$ cat src/rtl/rmii_rx_pkg.sv
// Shared types and defaults for the RMII receive frame buffer controller.
// The descriptor address field is sized for the default ring and should be widened if ADDR_W grows.
package rmii_rx_pkg;

    localparam int RX_ADDR_W    = 11;
    localparam int RX_LEN_W     = 11;
    localparam int RX_MAX_FRAME = 1518;
    localparam int RX_MIN_FRAME = 64;

    typedef enum logic [1:0] {
        RXC_IDLE,
        RXC_RECV,
        RXC_DROP
    } rxc_state_t;

    typedef struct packed {
        logic [RX_ADDR_W-1:0] addr;
        logic [RX_LEN_W-1:0]  len;
    } rx_desc_t;

    function automatic logic [15:0] satInc16(input logic [15:0] value);
        return (value == 16'hFFFF) ? value : value + 16'd1;
    endfunction

endpackage

$ cat src/rtl/rx_desc_fifo.sv
// Synchronous descriptor FIFO with a show-ahead head entry and full/empty flags.
// DEPTH must be a power of two, at least 2.
module rx_desc_fifo
    import rmii_rx_pkg::*;
#(
    parameter int DEPTH = 4
) (
    input  logic     eth_clk,
    input  logic     rst,
    input  logic     push_i,
    input  rx_desc_t pushData_i,
    input  logic     pop_i,
    output rx_desc_t head_o,
    output logic     full_o,
    output logic     empty_o
);

    localparam int PTR_W = $clog2(DEPTH);

    rx_desc_t             mem_q [DEPTH];
    logic     [PTR_W:0]   wrPtr_q;
    logic     [PTR_W:0]   rdPtr_q;
    logic                 doPush;
    logic                 doPop;

    // The extra pointer bit distinguishes a full FIFO from an empty one.
    assign empty_o = (wrPtr_q == rdPtr_q);
    assign full_o  = (wrPtr_q[PTR_W-1:0] == rdPtr_q[PTR_W-1:0]) &&
                     (wrPtr_q[PTR_W] != rdPtr_q[PTR_W]);
    assign doPush  = push_i && !full_o;
    assign doPop   = pop_i && !empty_o;
    assign head_o  = mem_q[rdPtr_q[PTR_W-1:0]];

    always_ff @(posedge eth_clk) begin
        if (rst) begin
            wrPtr_q <= '0;
            rdPtr_q <= '0;
        end else begin
            if (doPush) begin
                wrPtr_q <= wrPtr_q + (PTR_W+1)'(1);
            end
            if (doPop) begin
                rdPtr_q <= rdPtr_q + (PTR_W+1)'(1);
            end
        end
    end

    always_ff @(posedge eth_clk) begin
        if (doPush) begin
            mem_q[wrPtr_q[PTR_W-1:0]] <= pushData_i;
        end
    end

endmodule

$ cat src/rtl/rmii_rx_frame_ctrl.sv
// Receive-frame buffer controller: writes bytes into a packet RAM ring and commits good frames as descriptors.
// Optional frame statistics counters are built when RX_STATS_EN is defined.
module rmii_rx_frame_ctrl
    import rmii_rx_pkg::*;
#(
    parameter int ADDR_W     = RX_ADDR_W,
    parameter int DESC_DEPTH = 4,
    parameter int MAX_FRAME  = RX_MAX_FRAME,
    parameter int MIN_FRAME  = RX_MIN_FRAME
) (
    input  logic                eth_clk,
    input  logic                rst,
    input  logic                in_sof,
    input  logic [7:0]          in_byte,
    input  logic                in_valid,
    input  logic                in_eof,
    input  logic                in_fcs_ok,
    output logic                buf_we,
    output logic [ADDR_W-1:0]   buf_waddr,
    output logic [7:0]          buf_wdata,
    output logic                desc_valid,
    output logic [ADDR_W-1:0]   desc_addr,
    output logic [RX_LEN_W-1:0] desc_len,
    input  logic                desc_pop,
    output logic                drop_pulse,
    output logic [15:0]         rx_good_cnt,
    output logic [15:0]         rx_drop_cnt
);

    localparam int                  PTR_W      = ADDR_W + 1;
    localparam logic [PTR_W-1:0]    RING_BYTES = PTR_W'(1) << ADDR_W;
    localparam logic [PTR_W-1:0]    MAX_PTR    = PTR_W'(MAX_FRAME);
    localparam logic [RX_LEN_W-1:0] MAX_LEN    = RX_LEN_W'(MAX_FRAME);
    localparam logic [RX_LEN_W-1:0] MIN_LEN    = RX_LEN_W'(MIN_FRAME);

    rxc_state_t          state_q, state_d;
    logic [PTR_W-1:0]    wrPtr_q, wrPtr_d;
    logic [PTR_W-1:0]    rdPtr_q, rdPtr_d;
    logic [PTR_W-1:0]    start_q, start_d;
    logic [RX_LEN_W-1:0] len_q, len_d;
    logic                bufWe_q, bufWe_d;
    logic [ADDR_W-1:0]   bufWaddr_q, bufWaddr_d;
    logic [7:0]          bufWdata_q, bufWdata_d;
    logic                dropPulse_q, dropPulse_d;

    logic [PTR_W-1:0]    used;
    logic [PTR_W-1:0]    free;
    logic                admit;
    logic                push;
    logic                doPop;
    logic                fifoFull;
    logic                fifoEmpty;
    rx_desc_t            pushDesc;
    rx_desc_t            headDesc;

    // Admission uses the pointers as they stand this cycle, so a concurrent release never helps.
    assign used  = wrPtr_q - rdPtr_q;
    assign free  = RING_BYTES - used;
    assign admit = (free >= MAX_PTR) && !fifoFull;

    assign pushDesc.addr = RX_ADDR_W'(start_q[ADDR_W-1:0]);
    assign pushDesc.len  = len_q;

    assign doPop   = desc_pop && !fifoEmpty;
    assign rdPtr_d = doPop ? (rdPtr_q + PTR_W'(headDesc.len)) : rdPtr_q;

    rx_desc_fifo #(
        .DEPTH(DESC_DEPTH)
    ) u_desc_fifo (
        .eth_clk   (eth_clk),
        .rst       (rst),
        .push_i    (push),
        .pushData_i(pushDesc),
        .pop_i     (desc_pop),
        .head_o    (headDesc),
        .full_o    (fifoFull),
        .empty_o   (fifoEmpty)
    );

    always_ff @(posedge eth_clk) begin
        if (rst) begin
            state_q     <= RXC_IDLE;
            wrPtr_q     <= '0;
            rdPtr_q     <= '0;
            start_q     <= '0;
            len_q       <= '0;
            bufWe_q     <= 1'b0;
            bufWaddr_q  <= '0;
            bufWdata_q  <= '0;
            dropPulse_q <= 1'b0;
        end else begin
            state_q     <= state_d;
            wrPtr_q     <= wrPtr_d;
            rdPtr_q     <= rdPtr_d;
            start_q     <= start_d;
            len_q       <= len_d;
            bufWe_q     <= bufWe_d;
            bufWaddr_q  <= bufWaddr_d;
            bufWdata_q  <= bufWdata_d;
            dropPulse_q <= dropPulse_d;
        end
    end

    // An aborting in_sof rewinds the partial frame and then runs the normal admission check.
    always_comb begin
        state_d     = state_q;
        wrPtr_d     = wrPtr_q;
        start_d     = start_q;
        len_d       = len_q;
        bufWe_d     = 1'b0;
        bufWaddr_d  = bufWaddr_q;
        bufWdata_d  = bufWdata_q;
        dropPulse_d = 1'b0;
        push        = 1'b0;
        unique case (state_q)
            RXC_IDLE, RXC_DROP: begin
                if (in_sof) begin
                    if (admit) begin
                        state_d = RXC_RECV;
                        start_d = wrPtr_q;
                        len_d   = '0;
                    end else begin
                        state_d     = RXC_DROP;
                        dropPulse_d = 1'b1;
                    end
                end else if (in_eof && (state_q == RXC_DROP)) begin
                    state_d = RXC_IDLE;
                end
            end
            RXC_RECV: begin
                if (in_sof) begin
                    wrPtr_d     = start_q;
                    dropPulse_d = 1'b1;
                    if (admit) begin
                        state_d = RXC_RECV;
                        start_d = start_q;
                        len_d   = '0;
                    end else begin
                        state_d = RXC_DROP;
                    end
                end else if (in_eof) begin
                    state_d = RXC_IDLE;
                    if (in_fcs_ok && (len_q >= MIN_LEN)) begin
                        push = 1'b1;
                    end else begin
                        wrPtr_d     = start_q;
                        dropPulse_d = 1'b1;
                    end
                end else if (in_valid) begin
                    if (len_q == MAX_LEN) begin
                        wrPtr_d     = start_q;
                        dropPulse_d = 1'b1;
                        state_d     = RXC_DROP;
                    end else begin
                        bufWe_d    = 1'b1;
                        bufWaddr_d = wrPtr_q[ADDR_W-1:0];
                        bufWdata_d = in_byte;
                        wrPtr_d    = wrPtr_q + PTR_W'(1);
                        len_d      = len_q + RX_LEN_W'(1);
                    end
                end
            end
            default: begin
                state_d = RXC_IDLE;
            end
        endcase
    end

    assign buf_we     = bufWe_q;
    assign buf_waddr  = bufWaddr_q;
    assign buf_wdata  = bufWdata_q;
    assign drop_pulse = dropPulse_q;
    assign desc_valid = !fifoEmpty;
    assign desc_addr  = fifoEmpty ? '0 : ADDR_W'(headDesc.addr);
    assign desc_len   = fifoEmpty ? '0 : headDesc.len;

`ifdef RX_STATS_EN
    logic [15:0] goodCnt_q;
    logic [15:0] dropCnt_q;

    // Both counters saturate rather than wrap so software can tell a flooded link apart.
    always_ff @(posedge eth_clk) begin
        if (rst) begin
            goodCnt_q <= '0;
            dropCnt_q <= '0;
        end else begin
            if (push) begin
                goodCnt_q <= satInc16(goodCnt_q);
            end
            if (dropPulse_d) begin
                dropCnt_q <= satInc16(dropCnt_q);
            end
        end
    end

    assign rx_good_cnt = goodCnt_q;
    assign rx_drop_cnt = dropCnt_q;
`else
    assign rx_good_cnt = '0;
    assign rx_drop_cnt = '0;
`endif

endmodule
$ cat config.mk
export PLATFORM = sky130hd
export DESIGN_NAME = rmii_rx_frame_ctrl
export DESIGN_NICKNAME = d
export VERILOG_FILES = /design/src/rtl/rmii_rx_pkg.sv /design/src/rtl/rx_desc_fifo.sv /design/src/rtl/rmii_rx_frame_ctrl.sv
export SDC_FILE = /design/constraint.sdc
export NUM_CORES = 1
export LEC_CHECK = 0
export ABC_AREA = 1
export CORE_ASPECT_RATIO = 0.5
export CORE_MARGIN = 8
export CORE_UTILIZATION = 53
export CTS_CLUSTER_DIAMETER = 120
export DETAILED_ROUTE_END_ITERATION = 10
export DONT_BUFFER_PORTS = 1
export PLACE_DENSITY_LB_ADDON = 0.2
export SETUP_SLACK_MARGIN = 0.5
export SYNTH_ARGS = -nofsm -noshare
export SYNTH_HDL_FRONTEND = slang
export SYNTH_HIERARCHICAL = 1
export SYNTH_SLANG_ARGS = --single-unit
$ cat constraint.sdc
create_clock -name eth_clk -period 5 [get_ports eth_clk]
set_input_delay 1.5 -clock eth_clk [delete_from_list [all_inputs] [get_ports eth_clk]]
set_output_delay 1.5 -clock eth_clk [all_outputs]
set_load 0.1 [all_outputs]
==> results by group <==
Status
  – Status: completed

STA
  – Max Slew Vio Count: 0
  – Final TNS setup: 0 ns
  – Final setup viols: 0
  – Final critical-path share of the clock period: 85.8%
  – RSZ-0062 raised after global routing: false
  – Pin slew with the least headroom to its limit: 1.23 ns
  – Clock skew: 0.0161 ns
  – Hold Vio Cnt, Final: 0
  – Fin crit period: 4.29 ns
  – Min Hold Slack: 0.456 ns
  – Max-slew headroom: 18.1%
  – Max Freq: 0.233 GHz

Synthesis
  – Ys async rst share: 0%
  – Synth area leaders: edfxtp_1 (31%), dfxtp_1 (18%), inv_1 (6.2%)
  – Most common cell in the netlist: inv_1
  – Synth Flop Type: edfxtp_1
  – Post-synth EDFFs: 88
  – Synth top cells by count: inv_1 (143), nand2_1 (134), nor2_1 (119), o21ai_0 (96), a21oi_1 (92)
  – Yosys top cell by area: edfxtp_1
  – Mapped Area: 0.00864 mm²
  – Syn Inst Count: 1017
  – Unique masters post-synth: 52
  – Register area share after synthesis: 48.7%
  – Number of synthesized register bits: 166
  – Synth warn: 6
  – Top cell type's share of synthesized area: 30.6%
  – Syn Area/Cell: 8.50 µm²

Layout
  – Area occupied by registers: 0.00420 mm²
  – Multi-input gate area: 0.00361 mm²
  – Share of layout cells above drive strength 1: 10.9%
  – Design area: 0.00949 mm²
  – Antenna cells: 0
  – Finished Layout Cells: 1266
  – # fillers: 1411
  – Post-Route Utilization: 58.8%
  – Fin nets: 1084
  – Area grow syn2layout: 9.82%

Placement
  – Placement Cell Area: 0.00888 mm²
  – Port Buffer Count: 0
  – Dpl hpwl: 15.0 mm
  – # placed instances: 1234
  – Gpl congestion: 0.892

CTS
  – Cts bufs inserted: 17
  – Post-CTS Setup Inserts: 0
  – Cts-stage hold buffer count: 0
  – Clk Latency, worst-skew pair: 0.43 ns
  – Worst-path clk slew: 0.07 ns
  – CTS Sinks: 166
  – CTS H-tree depth: 4
  – CTS tree: built
  – Clock root buffer: clkbuf_16
  – CTS Buffer Depth: 2

Floorplan
  – Io pins: 91
  – DIE AREA: 0.0209 mm²
  – Core Box Area: 0.0161 mm²
  – Die Wd: 197 µm
  – Die span in y: 106 µm
  – Row cnt: 33
  – Initial Util: 53.5%

Critical path
  – Worst Path Arrival: 2.79 ns
  – WS Path Type: register to output port
  – Max Fanout on Critical Path: 23
  – Worst Path Required: 3.50 ns
  – Startpoint types: register
  – Crit end category: output port

Detailed routing
  – DRT Wirelength: 21.1 mm
  – First-pass iteration count of the detailed router: 5
  – Iter 0 DRT Violations: 599
  – DR vias: 6752
  – ANT nets after route: 0
  – DRC viols: 0
  – Avg WL per Cell: 16.7 µm
  – Number of vias per cell: 5.33

Run
  – Max_cap viols: 0

Global route
  – First-pass GRT wire length: 33.0 mm
  – All-Layer GR Usage: 20.1%
  – Number of global-route vias before repair: 6308
  – Largest net degree at the start of global routing: 46
  – Total grt overflow: 0
  – Antenna violations before repair: 0

Power
  – Power Dens Cells: 596 mW/mm²
  – Maximum vdd drop: 0.000372 V
  – Leak: 0.00392 µW

Worst hold path
  – Worst hold path class: register to register
report_power, final:
| group | internal (µW) | total (µW) | switching (µW) |
|---|---|---|---|
| clock network | 676 | 1300 | 623 |
| registers | 1560 | 1790 | 232 |
| logic | 699 | 2570 | 1870 |
| total | 2930 | 5650 | 2720 |
metrics by stage:
step,setup WS [ns],total power (µW)
floorplan,1.22,3860
global placement,1.17,4310
detailed placement,1.08,4350
CTS,0.612,5650
global route,0.569,6000
finish,0.710,5650
flip-flops by register name, summed over array words and instances, names as in the netlist, named ones only:
| signal | count |
|---|---|
| wrPtr_q | 12 |
| u_desc_fifo/mem_q | 88 |
| u_desc_fifo/wrPtr_q | 3 |
| u_desc_fifo/rdPtr_q | 3 |
| rdPtr_q | 12 |
| buf_wdata | 8 |
| start_q | 12 |
| buf_we | 1 |
| state_q | 2 |
| drop_pulse | 1 |
| buf_waddr | 11 |
| len_q | 11 |
area by class of cell:
type	count	area share, %
clock inverters	15	1.83
inverters	152	6.12
repair buffers	28	2.22
flip-flops and latches	166	44.3
multi-input cells	661	38.0
well taps	227	2.99
clock buffers	17	4.48
worst max-delay path, cell delays in order (launching register included):
cell     delay, ns
dfxtp_1       0.58
inv_1         0.66
o21ai_0       0.21
o22ai_1       0.40
inv_1         0.10
nor2_2        0.10
buf_4         0.31
placed cells by master (no fill, tap or decap), types with 4 or more instances in the layout:
| master | synthesis | layout |
|---|---|---|
| dfxtp_1 | 78 | 78 |
| xor2_1 | 8 | 8 |
| nand3_1 | 45 | 45 |
| o21ai_1 | 8 | 8 |
| ha_1 | 41 | 41 |
| a31oi_1 | 6 | 6 |
| nor2_1 | 119 | 94 |
| o22ai_1 | 23 | 23 |
| inv_8 | 0 | 6 |
| edfxtp_1 | 88 | 88 |
| nand2_1 | 134 | 134 |
| inv_1 | 143 | 142 |
| nor2_2 | 0 | 25 |
| clkinv_8 | 0 | 4 |
| a21oi_1 | 92 | 92 |
| nor3_1 | 7 | 7 |
| conb_1 | 1 | 32 |
| nand2_2 | 6 | 6 |
| o21ai_0 | 96 | 96 |
| clkbuf_16 | 0 | 17 |
| nand4_1 | 6 | 6 |
| buf_4 | 38 | 28 |
| inv_2 | 6 | 6 |
cells by family after synthesis:
family | Yosys count | synth area share (%)
other | 1 | 0.0434
XOR/XNOR | 11 | 1.12
buffers and inverters | 221 | 11.6
AO/OA/AOI/OAI | 245 | 15.5
adder cells (fa/ha/maj) | 43 | 6.40
flip-flops | 166 | 48.7
AND/OR/NAND/NOR | 330 | 16.7
final timing paths:
kind | startpoint | end | slack [ns] | cells past startpoint
worst max-delay path | register | desc_len[5] | 0.71 | 6
worst max register to register | register | rdPtr_q[11]$_SDFFE_PP0P_ | 1.43 | 15
worst min-delay path | start_q[11]$_SDFFE_PP0P_ | start_q[11]$_SDFFE_PP0P_ | 0.46 | 2
worst min register to register | start_q[11]$_SDFFE_PP0P_ | start_q[11]$_SDFFE_PP0P_ | 0.46 | 2
what timing repair did:
action | 4_1_cts | 5_1_grt
endpoints found under the setup margin | 0 | 1
endpoints found under the hold margin | 0 | 0
resized for setup | 0 | 1
layer usage:
layer	part of all wire [%]	wire length (µm)	up-vias	track usage [%]
met1	47	9950	3118	28.5
li1	-	-	3353	-
met5	0	0	-	0
met3	11	2240	18	5.64
met2	42	8780	263	29.7
met4	0.72	153	0	5.38
No activity file was read; power rests on OpenSTA's default activity.
